`config.mk`:
```
export PLATFORM = sky130hd
export DESIGN_NAME = wb_stage_flat
export DESIGN_NICKNAME = d
export VERILOG_FILES = /design/src/rtl/wb_stage_if.sv /design/src/rtl/wb_stage.sv /design/src/flat_wrapper.sv
export SDC_FILE = /design/constraint.sdc
export NUM_CORES = 1
export LEC_CHECK = 0
export ABC_AREA = 1
export BUFFER_PORTS_ARGS = -buffer_cell sky130_fd_sc_hd__buf_2
export CORE_MARGIN = 1
export CORE_UTILIZATION = 37
export CTS_CLUSTER_DIAMETER = 40
export DETAILED_ROUTE_END_ITERATION = 16
export SETUP_SLACK_MARGIN = 0.02
export SKIP_LAST_GASP = 1
export SYNTH_ARGS = -nofsm -noshare
export SYNTH_HDL_FRONTEND = slang
export SYNTH_SLANG_ARGS = --single-unit
```
`constraint.sdc`:
```
create_clock -name clock -period 5.1 [get_ports clock]
set_input_delay 1.53 -clock clock [delete_from_list [all_inputs] [get_ports clock]]
set_output_delay 1.53 -clock clock [all_outputs]
set_load 0.01 [all_outputs]
```
`src/rtl/wb_stage_if.sv`:
```
// wb_stage_if: MEM-to-WB pipeline bus and register-bank write port of the writeback stage
interface wb_stage_if #(parameter int XLEN = 32);
    logic            stall;
    logic            flush;
    logic            mem_valid;
    logic            mem_regwen;
    logic [4:0]      mem_rd;
    logic [1:0]      mem_wbsel;
    logic [2:0]      mem_funct3;
    logic [XLEN-1:0] mem_alu;
    logic [XLEN-1:0] mem_pc4;
    logic [XLEN-1:0] mem_ldata;
    logic            regWEn;
    logic [4:0]      addr_D;
    logic [XLEN-1:0] data_D;
    logic            wb_valid;
    logic [XLEN-1:0] retire_cnt;
    modport master (
        output stall, flush, mem_valid, mem_regwen, mem_rd, mem_wbsel, mem_funct3,
               mem_alu, mem_pc4, mem_ldata,
        input  regWEn, addr_D, data_D, wb_valid, retire_cnt
    );
    modport slave (
        input  stall, flush, mem_valid, mem_regwen, mem_rd, mem_wbsel, mem_funct3,
               mem_alu, mem_pc4, mem_ldata,
        output regWEn, addr_D, data_D, wb_valid, retire_cnt
    );
endinterface

```
`src/rtl/wb_stage.sv`:
```
// wb_stage: MEM/WB pipeline register, load alignment, writeback mux and retire counter
module wb_stage #(
    parameter int XLEN = 32
) (
    input logic     clock,
    input logic     rst,
    wb_stage_if.slave bus
);
    logic            v_q, regwen_q;
    logic [4:0]      rd_q;
    logic [1:0]      wbsel_q;
    logic [2:0]      funct3_q;
    logic [XLEN-1:0] alu_q, pc4_q, ldata_q, cnt_q;
    logic [7:0]      lb;
    logic [15:0]     lh;
    logic [XLEN-1:0] ld, data;
    always_ff @(posedge clock) begin
        if (rst) begin
            {v_q, regwen_q, rd_q, wbsel_q, funct3_q} <= '0;
            {alu_q, pc4_q, ldata_q, cnt_q} <= '0;
        end else begin
            if (v_q && !bus.stall) cnt_q <= cnt_q + 1'b1;
            if (!bus.stall) begin
                v_q      <= bus.mem_valid & ~bus.flush;
                regwen_q <= bus.mem_regwen;
                rd_q     <= bus.mem_rd;
                wbsel_q  <= bus.mem_wbsel;
                funct3_q <= bus.mem_funct3;
                alu_q    <= bus.mem_alu;
                pc4_q    <= bus.mem_pc4;
                ldata_q  <= bus.mem_ldata;
            end else if (bus.flush) begin
                v_q <= 1'b0;
            end
        end
    end
    // undefined funct3 encodings fall through to a whole-word load
    always_comb begin
        lb   = 8'(ldata_q >> {alu_q[1:0], 3'b000});
        lh   = alu_q[1] ? ldata_q[31:16] : ldata_q[15:0];
        ld   = funct3_q == 3'b000 ? {{(XLEN-8){lb[7]}}, lb} :
               funct3_q == 3'b001 ? {{(XLEN-16){lh[15]}}, lh} :
               funct3_q == 3'b100 ? {{(XLEN-8){1'b0}}, lb} :
               funct3_q == 3'b101 ? {{(XLEN-16){1'b0}}, lh} : ldata_q;
        data = wbsel_q == 2'd1 ? ld : wbsel_q == 2'd2 ? pc4_q : alu_q;
    end
    assign bus.regWEn     = v_q & regwen_q & (rd_q != 5'd0);
    assign bus.addr_D     = rd_q;
    assign bus.data_D     = data;
    assign bus.wb_valid   = v_q;
    assign bus.retire_cnt = cnt_q;
endmodule

```
`src/flat_wrapper.sv`:
```
// flat-port wrapper written by rule: the top's interface ports become plain ports
module wb_stage_flat 
#(
    parameter int XLEN = 32
)
  (clock, rst, bus_stall, bus_flush, bus_mem_valid, bus_mem_regwen, bus_mem_rd, bus_mem_wbsel, bus_mem_funct3, bus_mem_alu, bus_mem_pc4, bus_mem_ldata, bus_regWEn, bus_addr_D, bus_data_D, bus_wb_valid, bus_retire_cnt);
  wb_stage_if #(.XLEN(XLEN)) bus_i ();
  input logic clock;
  input logic rst;
  input wire logic [$bits(bus_i.stall)-1:0] bus_stall;
  input wire logic [$bits(bus_i.flush)-1:0] bus_flush;
  input wire logic [$bits(bus_i.mem_valid)-1:0] bus_mem_valid;
  input wire logic [$bits(bus_i.mem_regwen)-1:0] bus_mem_regwen;
  input wire logic [$bits(bus_i.mem_rd)-1:0] bus_mem_rd;
  input wire logic [$bits(bus_i.mem_wbsel)-1:0] bus_mem_wbsel;
  input wire logic [$bits(bus_i.mem_funct3)-1:0] bus_mem_funct3;
  input wire logic [$bits(bus_i.mem_alu)-1:0] bus_mem_alu;
  input wire logic [$bits(bus_i.mem_pc4)-1:0] bus_mem_pc4;
  input wire logic [$bits(bus_i.mem_ldata)-1:0] bus_mem_ldata;
  output wire logic [$bits(bus_i.regWEn)-1:0] bus_regWEn;
  output wire logic [$bits(bus_i.addr_D)-1:0] bus_addr_D;
  output wire logic [$bits(bus_i.data_D)-1:0] bus_data_D;
  output wire logic [$bits(bus_i.wb_valid)-1:0] bus_wb_valid;
  output wire logic [$bits(bus_i.retire_cnt)-1:0] bus_retire_cnt;
  assign bus_i.stall = bus_stall;
  assign bus_i.flush = bus_flush;
  assign bus_i.mem_valid = bus_mem_valid;
  assign bus_i.mem_regwen = bus_mem_regwen;
  assign bus_i.mem_rd = bus_mem_rd;
  assign bus_i.mem_wbsel = bus_mem_wbsel;
  assign bus_i.mem_funct3 = bus_mem_funct3;
  assign bus_i.mem_alu = bus_mem_alu;
  assign bus_i.mem_pc4 = bus_mem_pc4;
  assign bus_i.mem_ldata = bus_mem_ldata;
  assign bus_regWEn = bus_i.regWEn;
  assign bus_addr_D = bus_i.addr_D;
  assign bus_data_D = bus_i.data_D;
  assign bus_wb_valid = bus_i.wb_valid;
  assign bus_retire_cnt = bus_i.retire_cnt;
  wb_stage #(.XLEN(XLEN)) u_core (.clock(clock), .rst(rst), .bus(bus_i));
endmodule
```
### After elaboration in Yosys (flattened, before gate mapping)

Cells that the tools add are included.

* $add $sub $neg: 1
* eq/ne operators: 6
* shift operators: 1
* multiplexer cells: 9
* bitwise gates (word level): 4
* reductions and logical operators: 4

Operators with widths (count)
* two-way mux 32 bit: 6
* adder 32 x 1 -> 32 bit, second input constant: 1
* >> shifter 32 x 5 -> 8 bit: 1
* two-way mux 16 bit: 1
* == test 3 bit, second input constant: 2
* nonzero test 5 bit: 1
* AND 1 bit: 3
* == test 3 x 1 -> 1 bit, second input constant: 1
* zero test 3 bit: 1
* == test 2 x 1 -> 1 bit, second input constant: 1
* == test 2 bit, second input constant: 1
* two-way mux 1 bit: 2
* inequality test 2 x 1 -> 1 bit, second input constant: 1
* logical AND 1 bit: 1
* zero test 1 bit: 1
* inverter 1 bit: 1

* register bits: 140
* input port bits: 112
* output and inout port bits: 71
* word-level logic and storage cells: 34

### Depth between registers and ports, before layout

* depth in word-level cells: 6
* depth in mapped cells: 9
* mapped depth without buffers: 9

### Worst setup path after synthesis

OpenSTA, ideal clock, no wires.

* path kind: register -> output
* start: reg u_core.funct3_q[1]
* end: out bus_data_D[1]
* data arrival time: 1.303 ns
* slack: 2.267 ns
* stages on the path, launching flop included: 7
* cell sequence: dfxtp_1 buf_6 inv_1 nand2_1 nand2_1 nor2_1 o31ai_1

* cells in the longest elaborated chain, start to end: 6
* elaborated cells on any way between the ends: 9
* classes of those cells: eq/ne (3); mux (5); reduce/logical (1)

RTL lines
* start, declared: line wb_stage.sv:12 `logic [2:0] funct3_q;`
* start signal, assigned: line wb_stage.sv:28 `funct3_q <= bus.mem_funct3;`
* == test 3 bit: line wb_stage.sv:44 `funct3_q == 3'b101 ? {{(XLEN-16){1'b0}}, lh} : ldata_q;`
* two-way mux 32 bit: line wb_stage.sv:44
* two-way mux 32 bit: line wb_stage.sv:43 `funct3_q == 3'b100 ? {{(XLEN-8){1'b0}}, lb} :`
* two-way mux 32 bit: line wb_stage.sv:42 `funct3_q == 3'b001 ? {{(XLEN-16){lh[15]}}, lh} :`
* two-way mux 32 bit (*): line wb_stage.sv:41 `ld = funct3_q == 3'b000 ? {{(XLEN-8){lb[7]}}, lb} :`
* two-way mux 32 bit (*): line wb_stage.sv:45 `data = wbsel_q == 2'd1 ? ld : wbsel_q == 2'd2 ? pc4_q : alu_q;`
* end, declared: line flat_wrapper.sv:22 `output wire logic [$bits(bus_i.data_D)-1:0] bus_data_D;`

Mark *: on every way between the ends. The rest lies on a longest branch, timed or not.

### Worst setup path after layout

* start: reg u_core.funct3_q[1]
* end: out bus_data_D[31]

The elaborated chain is that of the path after synthesis.

==> results.cfg <==
[drt]
vias_per_cell = 4.978
routed_wl_um = 21280
wire_per_inst_um = 15.27
drc_errors = 0
ant_nets = 0
drt_pre_antenna_iters = 5
vias = 6935
drtIter0Drc = 376

[floorplanning]
start_util = 0.3772
die_area_um2 = 18860
ios = 183
die_x_um = 137.3
rows = 49
die_h_um = 137.3
core-area_um2 = 17960

[global_route]
antenna_found_initial = 6
grt_max_degree = 123
grt_overflow = 0
grt_pass1_wl_um = 32730
grt_usage = 0.2287
grt_pass1_vias = 6197

[run]
cap_violations = 0

[power]
leakagePower_nw = 3.655
peakVddDrop_mv = 0.2131
power.total_mw = 2.929
p_per_area_nw_per_um2 = 346.4

[logic_synthesis]
synth.yosys.warnings = 0
synth_nets = 1107
synth_edf_count = 0
syn_inst = 994
synth_ff_type = dfxtp_1
ys_seq_area_frac = 0.4136
syn_area_um2 = 6776
ys_async_sr_fraction = 0
synth-seq-cells = 140
avgSynthCellArea_um2 = 6.817
yosysUniqueCellTypes = 41

[setup_path]
rrSetupSlack_ns = 3.37
crit_type = reg -> out
cp-end-kind = primary output
crit_required_ns = 3.57
start_kind = flop
crit_arrival_ns = 2.76
cp_max_fo = 25

[outcome]
status = complete, no violations

[clock_network]
worstSkewPairLatency_ns = 0.42
path_clk_slew_ns = 0.06
cts_hold_buf = 0
cts-buffers-inserted = 17
ctsResizeCount = 0
cts_htree_levels = 4
cts_buffer_depth = 2
postCtsSetupRepairBufs = 0
cts_root_buffer = clkbuf_16
cts_sinks = 140
cts_tree = done

[placed_design]
gp_congestion = 0.8923
portBuffers = 182
dp_hpwl_um = 15170
pre_cts_slack_ns = 1.249

[sta]
setup_viol = 0
fin_crit_ns = 4.287
slew-limit-headroom = 0.2534
tightest_slew_ns = 1.120
fmax_ghz = 0.2333
skew_ns = 0.009495
finalCritPeriodShare = 0.8406
hold_viol_final = 0
setup-tns-final_ns = 0
setup_slack_ns = 0.8130
slew_viol_final = 0
grt_setup_unrepaired = no

[hold_path]
hp-class = reg -> reg

[cells_and_area]
drive_gt1_frac = 0.2267
nets = 1260
syn_to_final_growth_pct = 24.78
## state kept, by name, indices dropped and copies added (netlist names)
signal                 count
u_core.bus.wb_valid        1
u_core.alu_q              32
u_core.wbsel_q             2
u_core.funct3_q            3
u_core.bus.addr_D          5
u_core.bus.retire_cnt     32
u_core.ldata_q            32
u_core.regwen_q            1
u_core.pc4_q              32
## cells by family (layout without fill, tap and decap cells)
family	Yosys count	count (layout)	synth area share
buffers and inverters	112	278	0.06684
and+or+nand+nor	481	481	0.2969
AOI/OAI and AO/OA	257	257	0.2169
other	0	4	0
xor gates and xnor gates	3	3	0.003878
DFF	140	140	0.4136
adders and majority gates	1	1	0.001846
## report_power, final
part	switching, mW	internal [mW]	total, mW	leakage, nW
clock	0.497	0.851	1.35	0.308
sequential	0.0481	1.15	1.20	1.16
combinational	0.230	0.149	0.379	2.19
## layout make-up
cell class,instances,area (µm²)
Timing Repair Buffer,189,978.4
Antenna cell,4,10.01
Fill cell,1923,9508
Sequential cell,140,2803
Clock inverter,12,183.9
Tap cell,229,286.5
Inverter,57,216.5
Clock buffer,20,456.7
Multi-Input combinational cell,742,3521
## through the flow
step	instances	utilization	hold slack, ns	instance area, µm²
6_report	1393	0.4707	0.4812	8456
3_3_place_gp	1357	0.4345	0.4664	7805
3_5_place_dp	1357	0.4345	0.4733	7805
2_1_floorplan	994	-	0.4483	6777
5_1_grt	1391	0.4704	0.4966	8451
4_1_cts	1389	0.4702	0.4858	8446
## synth_stat cells (3+ instances only)
master	n	area, µm²
dfxtp_1	140	2803
o21ai_0	136	680.7
buf_6	3	33.78
nor3_1	7	35.03
a22oi_1	13	97.59
nor2_1	278	1044
inv_1	49	183.9
nor2_2	3	18.77
clkbuf_1	46	172.7
nand3_2	3	30.03
inv_2	6	22.52
buf_2	3	15.01
a21oi_1	76	380.4
nand2_1	148	555.5
nor3_2	3	30.03
nand3_1	21	105.1
o31ai_1	5	37.54
xor2_1	3	26.28
nor2_4	5	56.30
o211ai_1	7	52.55
o2111ai_1	4	35.03
a22oi_2	10	125.1
## metal layers
metal  global-route usage  wire (µm)  vias up
met4              0.06349        250        4
met2               0.3667       9782      185
li1                     -          -     3585
met3              0.06255       1477       20
met1               0.2997       9747     3141
met5                    0         18        -
## cell usage in the layout, fill, tap and decap left out, types with 3 or more instances in the layout
master,instances
nor2_1,278
buf_2,181
nand2_1,148
dfxtp_1,140
o21ai_0,136
a21oi_1,76
inv_1,48
nand3_1,21
clkbuf_16,17
a22oi_1,13
a22oi_2,10
inv_2,7
o211ai_1,7
nor3_1,7
buf_4,7
nor2_4,5
o31ai_1,5
diode_2,4
o2111ai_1,4
bufinv_16,4
nor2_2,3
nand3_2,3
nor3_2,3
xor2_1,3
inv_6,3
## path summary, 6_finish.rpt
kind / from / endpoint / depth (start not counted)
setup reg to reg: u_core.bus.retire_cnt[0]$_SDFFE_PP0P_ / u_core.bus.retire_cnt[24]$_SDFFE_PP0P_ / 8
hold / removal: u_core.bus.retire_cnt[6]$_SDFFE_PP0P_ / u_core.bus.retire_cnt[6]$_SDFFE_PP0P_ / 2
hold reg to reg: u_core.bus.retire_cnt[6]$_SDFFE_PP0P_ / u_core.bus.retire_cnt[6]$_SDFFE_PP0P_ / 2
setup / recovery: u_core.funct3_q[1]$_SDFFE_PP0N_ / bus_data_D[31] / 6
## worst max-delay path, stage by stage, from the launching register on
cell and delay [ns]:
dfxtp_1 0.92, nor2_4 0.09, nand2_2 0.12, inv_2 0.06
a21boi_4 0.71, a22oi_1 0.22, buf_2 0.22
No activity file was read; power rests on OpenSTA's default activity.
